===== config.mk =====
export PLATFORM = sky130hd
export DESIGN_NAME = fifo_write_arbiter
export DESIGN_NICKNAME = d
export VERILOG_FILES = /design/src/rtl/fifo_write_arbiter.sv
export SDC_FILE = /design/constraint.sdc
export NUM_CORES = 1
export LEC_CHECK = 0
export CAP_MARGIN = 10
export CORE_AREA = 2 2 96 98
export DETAILED_ROUTE_END_ITERATION = 7
export DIE_AREA = 0 0 98 100
export DONT_BUFFER_PORTS = 1
export PLACE_DENSITY_LB_ADDON = 0.2
export REMOVE_ABC_BUFFERS = 1
export SYNTH_ARGS = -nofsm -noshare
export SYNTH_HDL_FRONTEND = slang
export SYNTH_SLANG_ARGS = --single-unit
export TNS_END_PERCENT = 10

===== constraint.sdc =====
create_clock -name clk_i -period 4.58 [get_ports clk_i]
set_input_delay 0.916 -clock clk_i [delete_from_list [all_inputs] [get_ports clk_i]]
set_output_delay 0.916 -clock clk_i [all_outputs]
set_load 0.1 [all_outputs]

===== src/rtl/fifo_write_arbiter.sv =====
// ---------------------------------------------------------------------------
// fifo_write_arbiter
//
// Round-robin arbiter that shares the write port of a single synchronous FIFO
// among NUM_REQ valid/ready producers. One producer is granted at a time for
// a burst of up to BURST_LEN words. The grant is then released and the search
// for the next winner starts just above the previous winner.
//
// Every release costs one idle bubble cycle. The FIFO is never written while
// it reports full. During a full stall the grant is held and the beat count
// is frozen.
//
// Optional feature (compile-time macro FIFO_ARB_STATS_EN):
//   When defined, the arbiter keeps one saturating counter per requester of
//   accepted words. stat_clr_i clears the counters synchronously, and a clear
//   wins over a simultaneous increment. When undefined, stat_cnt_o is tied to
//   zero, stat_clr_i is ignored and no counter flops are built.
//
// Parameters:
//   DATA_WIDTH  width of one word (must match the FIFO)
//   NUM_REQ     number of requesters, 2..16
//   BURST_LEN   maximum words per grant, >= 1
//   CNT_WIDTH   width of each statistics counter
//
// Ports:
//   clk_i           clock, rising edge
//   rst_i           asynchronous active-high reset
//   req_valid_i     per-requester word valid
//   req_data_i      packed words, requester k at [k*DATA_WIDTH +: DATA_WIDTH]
//   req_last_i      per-requester end-of-burst marker (qualified by valid)
//   req_ready_o     per-requester accept
//   fifo_full_i     FIFO full flag
//   fifo_write_o    FIFO write strobe
//   fifo_wr_data_o  FIFO write data (zero when no grant is active)
//   grant_o         one-hot current grant, zero when idle
//   busy_o          high while a grant is active
//   stat_clr_i      synchronous clear of the statistics counters
//   stat_cnt_o      packed per-requester accepted-word counters
// ---------------------------------------------------------------------------
`default_nettype none

module fifo_write_arbiter #(
  parameter int DATA_WIDTH = 32,
  parameter int NUM_REQ    = 4,
  parameter int BURST_LEN  = 4,
  parameter int CNT_WIDTH  = 16
) (
  input  logic                          clk_i,
  input  logic                          rst_i,
  input  logic [NUM_REQ-1:0]            req_valid_i,
  input  logic [NUM_REQ*DATA_WIDTH-1:0] req_data_i,
  input  logic [NUM_REQ-1:0]            req_last_i,
  output logic [NUM_REQ-1:0]            req_ready_o,
  input  logic                          fifo_full_i,
  output logic                          fifo_write_o,
  output logic [DATA_WIDTH-1:0]         fifo_wr_data_o,
  output logic [NUM_REQ-1:0]            grant_o,
  output logic                          busy_o,
  input  logic                          stat_clr_i,
  output logic [NUM_REQ*CNT_WIDTH-1:0]  stat_cnt_o
);

  localparam int IDX_W  = $clog2(NUM_REQ);
  // beat_cnt only ever holds 0..BURST_LEN-1. The transfer that would reach
  // BURST_LEN releases the grant instead.
  localparam int BEAT_W = (BURST_LEN > 1) ? $clog2(BURST_LEN) : 1;
  localparam logic [BEAT_W-1:0] LAST_BEAT = BEAT_W'(BURST_LEN - 1);

  typedef enum logic {
    ST_IDLE  = 1'b0,
    ST_GRANT = 1'b1
  } state_t;

  state_t               state_q, state_d;
  logic [NUM_REQ-1:0]   grant_q, grant_d;
  logic [IDX_W-1:0]     gidx_q, gidx_d;
  logic [IDX_W-1:0]     last_q, last_d;
  logic [BEAT_W-1:0]    beat_q, beat_d;

  logic [IDX_W-1:0]     pick_idx;
  logic                 g_valid;
  logic                 g_last;
  logic [DATA_WIDTH-1:0] g_word;
  logic                 xfer;

  // Walk the candidates from the farthest offset back to the nearest. The
  // last hit is therefore the first valid index above the previous winner,
  // wrapping modulo NUM_REQ.
  function automatic logic [IDX_W-1:0] rr_pick(
    input logic [NUM_REQ-1:0] valid,
    input logic [IDX_W-1:0]   last
  );
    logic [IDX_W-1:0] sel;
    logic [IDX_W-1:0] cand;
    sel = '0;
    for (int i = NUM_REQ; i >= 1; i--) begin
      cand = IDX_W'((int'(last) + i) % NUM_REQ);
      if (valid[cand]) sel = cand;
    end
    return sel;
  endfunction

  assign pick_idx = rr_pick(req_valid_i, last_q);

  assign g_valid = req_valid_i[gidx_q];
  assign g_last  = req_last_i[gidx_q];
  assign g_word  = req_data_i[gidx_q*DATA_WIDTH +: DATA_WIDTH];

  assign grant_o = grant_q;
  assign busy_o  = (state_q == ST_GRANT);

  always_ff @(posedge clk_i or posedge rst_i) begin
    if (rst_i) begin
      state_q <= ST_IDLE;
      grant_q <= '0;
      gidx_q  <= '0;
      last_q  <= IDX_W'(NUM_REQ - 1);
      beat_q  <= '0;
    end else begin
      state_q <= state_d;
      grant_q <= grant_d;
      gidx_q  <= gidx_d;
      last_q  <= last_d;
      beat_q  <= beat_d;
    end
  end

  // The outputs depend on the registered grant and the live requester and
  // full inputs. This keeps the write strobe and ready in step with
  // fifo_full_i in the same cycle. An asynchronous reset forces ST_IDLE, so
  // the write strobe drops without waiting for a clock edge.
  always_comb begin
    state_d        = state_q;
    grant_d        = grant_q;
    gidx_d         = gidx_q;
    last_d         = last_q;
    beat_d         = beat_q;
    req_ready_o    = '0;
    fifo_write_o   = 1'b0;
    fifo_wr_data_o = '0;
    xfer           = 1'b0;

    unique case (state_q)
      ST_IDLE: begin
        if (|req_valid_i) begin
          state_d = ST_GRANT;
          gidx_d  = pick_idx;
          grant_d = NUM_REQ'(1) << pick_idx;
          beat_d  = '0;
        end
      end

      ST_GRANT: begin
        xfer           = g_valid & ~fifo_full_i;
        req_ready_o    = grant_q & {NUM_REQ{~fifo_full_i}};
        fifo_write_o   = xfer;
        fifo_wr_data_o = g_word;

        // A stall (full) with valid still high matches neither branch. In
        // that case the grant and beat count simply hold.
        if (!g_valid || (xfer && (g_last || (beat_q == LAST_BEAT)))) begin
          state_d = ST_IDLE;
          grant_d = '0;
          last_d  = gidx_q;
        end else if (xfer) begin
          beat_d = beat_q + BEAT_W'(1);
        end
      end

      default: begin
        state_d = ST_IDLE;
        grant_d = '0;
      end
    endcase
  end

`ifdef FIFO_ARB_STATS_EN
  logic [NUM_REQ-1:0][CNT_WIDTH-1:0] stat_q;
  logic [NUM_REQ-1:0]                xfer_vec;

  assign xfer_vec = req_valid_i & req_ready_o;

  // Saturating per-requester accepted-word counters. The clear takes
  // priority over any increment in the same cycle.
  always_ff @(posedge clk_i or posedge rst_i) begin
    if (rst_i) begin
      stat_q <= '0;
    end else if (stat_clr_i) begin
      stat_q <= '0;
    end else begin
      for (int k = 0; k < NUM_REQ; k++) begin
        if (xfer_vec[k] && (stat_q[k] != {CNT_WIDTH{1'b1}})) begin
          stat_q[k] <= stat_q[k] + CNT_WIDTH'(1);
        end
      end
    end
  end

  assign stat_cnt_o = stat_q;
`else
  logic unused_stat_clr;
  assign unused_stat_clr = stat_clr_i;
  assign stat_cnt_o      = '0;
`endif

endmodule

`default_nettype wire


* Yosys cells after proc, flatten, opt, wreduce, memory -nomap -nowiden
Cells that the tools add are included.
Operators by class: add/subtract/negate cells 5, $lt $le $gt $ge 5, equal/unequal tests 5, shifts and indexed selects 2, multiplexer cells 29, bitwise operators 4, reduce and logical (&&, ||, !) cells 9
Operators by type and width (number):
- 128-bit by 8-bit indexed part select with 32-bit output | 1
- 32-bit 2-to-1 mux | 1
- 2-bit by 3-bit < comparator with 1-bit output (second input constant) | 5
- 2-bit 2-to-1 mux | 7
- 1-bit binary-select mux with 2-bit select | 6
- 4-bit 2-to-1 mux | 3
- 1-bit 2-to-1 mux | 9
- 4-bit one-hot mux with 2 select lines | 1
- 2-bit by 1-bit adder with 2-bit output (second input constant) | 3
- 2-bit AND reduction | 3
- 2-bit adder (second input constant) | 2
- 4-bit bitwise AND | 1
- 2-bit by 1-bit inequality test with 1-bit output (second input constant) | 2
- 2-bit inequality test (second input constant) | 2
- 2-bit one-hot mux with 2 select lines | 1
- 4-bit OR reduction | 1
- 1-bit by 2-bit << shifter with 4-bit output (first input constant) | 1
- 3-bit AND reduction | 1
- 2-bit equality test (second input constant) | 1
- 1-bit logical OR | 2
- 1-bit NOT | 2
- 1-bit one-hot mux with 2 select lines | 1
- 1-bit bitwise AND | 1
- 1-bit logical AND | 1
- 1-bit zero test | 1
Storage, ports and cells: flip-flop bits (word level) 11, output and inout bits 106, word-level logic and storage cells 64

* Depth between registers and ports, before layout
depth in word-level cells 10, gate-level depth with buffers 5, mapped depth without buffers 5

* Worst setup path before layout
Ideal clock, no wire load.
path type flip-flop to output port, start point register state_q, in the netlist busy_o, end point output req_ready_o[0], arrival time 2270 ps, slack 1394 ps, cell stages (with the launch flop) 4, cell sequence dfrtp_1 -> clkbuf_1 -> nor2b_1 -> and2_1
On the way: word-level cells in the longest chain between the ends 1
RTL lines:
- start: declaration | RTL line 74 | state_t state_q, state_d;
- start signal: assignment | RTL line 120 | state_q <= state_d;
- 4-bit 2-to-1 mux | RTL line 143 | unique case (state_q)
- end: declaration | RTL line 53 | output logic [NUM_REQ-1:0] req_ready_o,
Every way passes these cells.

* Worst setup path in the final report
start point register gidx_q[0], end point output fifo_wr_data_o[2]
On the way: word-level cells in the longest chain between the ends 2
RTL lines:
- start: declaration | RTL line 76 | logic [IDX_W-1:0] gidx_q, gidx_d;
- start signal: assignment | RTL line 122 | gidx_q <= gidx_d;
- 128-bit by 8-bit indexed part select with 32-bit output | RTL line 107 | assign g_word = req_data_i[gidx_q*DATA_WIDTH +: DATA_WIDTH];
- 32-bit 2-to-1 mux | RTL line 143
- end: declaration | RTL line 56 | output logic [DATA_WIDTH-1:0] fifo_wr_data_o,
Every way passes these cells.

==> run summary <==
run status: finished, final reports clean
max-slew headroom at the worst pin: 26.82%
Worst Path Max Fanout: 35
final hold vios: 0
clk buf depth: 2
crit path time final: 3474 ps
total grt overflow: 0
cts repair resizes: 0
Synth warnings: 0
starting density of the core: 24.05%
die area: 9800 sq um
Core ar.: 8890 sq um
worst path arrival time: 2560 ps
GPL Wtd Cong: 0.7822
placed cells: 305
Nets: 340
Hold Crit Class: flop to flop
Crit path required time: 3660 ps
final count of negative-setup-slack endpoints: 0
CTS buffer count: 3
DP HPWL: 5345 microns
Syn Inst Count: 205
WL final: 6158 microns
vias: 1399
Overall Global Routing Usage: 11.45%
Final TNS setup: 0 ps
hold slack: 487.0 ps
die width: 98 microns
most frequent cells in the layout: conb_1, and2_1, mux4_2
CTS tree: built
Crit. End Element: output pin
H-tree Lvls: 1
Synth Flop Type: dfrtp_1
count of unique library cells instantiated by Yosys: 33
die height: 100 microns
ys async rst share: 100.0%
max-slew violations: 0
clock-pin slew on the worst setup and hold paths: 50 ps
period utilisation layout: 75.85%
Worst-Skew Late Latency: 240 ps
vias in the first global route: 1457
CTS Hold Bufs: 0
layout cell share with drive strength beyond 1: 25.25%
register area share after synthesis: 12.99%
largest net degree at the start of global routing: 36
Post-synth EDFFs: 0
critical path launch point type: flop
detailed router's first-iteration violation count: 42
Syn Area/Cell: 10.43 sq um
Syn-to-layout area delta: -4.272%
Slew @ Worst Pin: 1098 ps
synthesized area: 2138 sq um
fillcell total: 971
DRT antenna net count: 0
DRC Markers: 0
drt first pass iters: 4
Max Cap Viol: 0
Via density: 4.498
num ports: 246
initial antenna violation count: 3
Avg WL per Cell: 19.80 microns
WS Path Type: flop to output pin
num rows: 35
fin cells: 311
Sink Count: 11
Port Buf Inserts: 0
flops & latches, synth: 11
RSZ-0062 raised after global routing: false
postcts setup bufs: 0
first-pass GRT wire length: 8549 microns
commonest non-fill, non-tap cell in the layout: conb_1
fmax: 287.9 MHz
Root Driver: clkbuf_8
Clock Skew: 5.155 ps
-- path summary, 6_finish.rpt --
path | startpoint | to | slack (ps) | depth (start not counted)
worst min register to register | beat_q[0] | beat_q[0] | 490 | 1
worst max-delay path | gidx_q[0] | fifo_wr_data_o[2] | 1110 | 2
worst min-delay path | beat_q[0] | beat_q[0] | 490 | 1
worst max register to register | gidx_q[0] | beat_q[1] | 1930 | 5
min in group asynchronous | rst_i | grant_o[3] | 560 | 1
max in group asynchronous | rst_i | last_q[0] | 3690 | 1
-- kinds of logic (layout without fill, tap and decap cells) --
kind of cell	Yosys count	count (layout)	synth area share [%]
AO/OA/AOI/OAI	17	17	6.612
adder cells (fa/ha/maj)	1	1	0.5850
buffers and inverters	81	11	26.04
flip-flops	11	11	12.99
multiplexers	39	39	38.03
other	1	66	0.1754
AND/OR/NAND/NOR	55	55	15.56
-- cell type report --
type                    count  area [sq um]  area share [%]
repair buffers              3         22.52           1.100
inverters                   4         15.01          0.7335
well taps                 111         138.9           6.785
clock buffers               4         45.04           2.200
multi-input cells         176          1540           75.24
flip-flops and latches     11         280.3           13.69
diodes                      2         5.005          0.2445
-- through the flow --
stage	utilization, %	cell area, sq um	worst slack, ps
final	23.03	2047	1106
after CTS	22.97	2042	1029
after detailed placement	22.46	1997	1287
after floorplan	-	1833	975.6
after global placement	22.46	1997	1302
after global routing	23.03	2047	893.1
-- worst max-delay path, stage by stage, from the launching register on --
cell and delay, ps:
dfrtp_2 1070, mux4_2 380, and2_1 820
-- per-layer routing --
metal  part of all wire (%)  wire length [microns]  GRT usage (%)  vias to the layer above
li1                       -                      -              -                      598
met1                     34                   2101          12.72                      691
met2                     54                   3315          20.86                      108
met3                     11                    690          4.457                        2
met4                   0.81                     50          2.350                        0
met5                      0                      0              0                        -
-- synth_stat cells, drive strengths merged (4+ instances only) --
library cell	n	area, sq um
buf	69	510.5
mux2i	4	40.04
inv	4	15.01
and2	37	234.0
dfrtp	9	225.2
nor2	6	22.52
clkbuf	8	31.28
a32o	4	40.04
nor2b	5	38.78
mux4	33	743.2
o21ai	5	36.29
nand2	4	15.01
-- state kept, by name, summed over array words and instances (netlist names) --
signal   count
beat_q       2
busy_o       1
gidx_q       2
last_q       2
grant_o      4
Power is left out: the tool's default activity adds up to more than one toggle a clock period on the data nets, which glitch-free logic cannot reach.
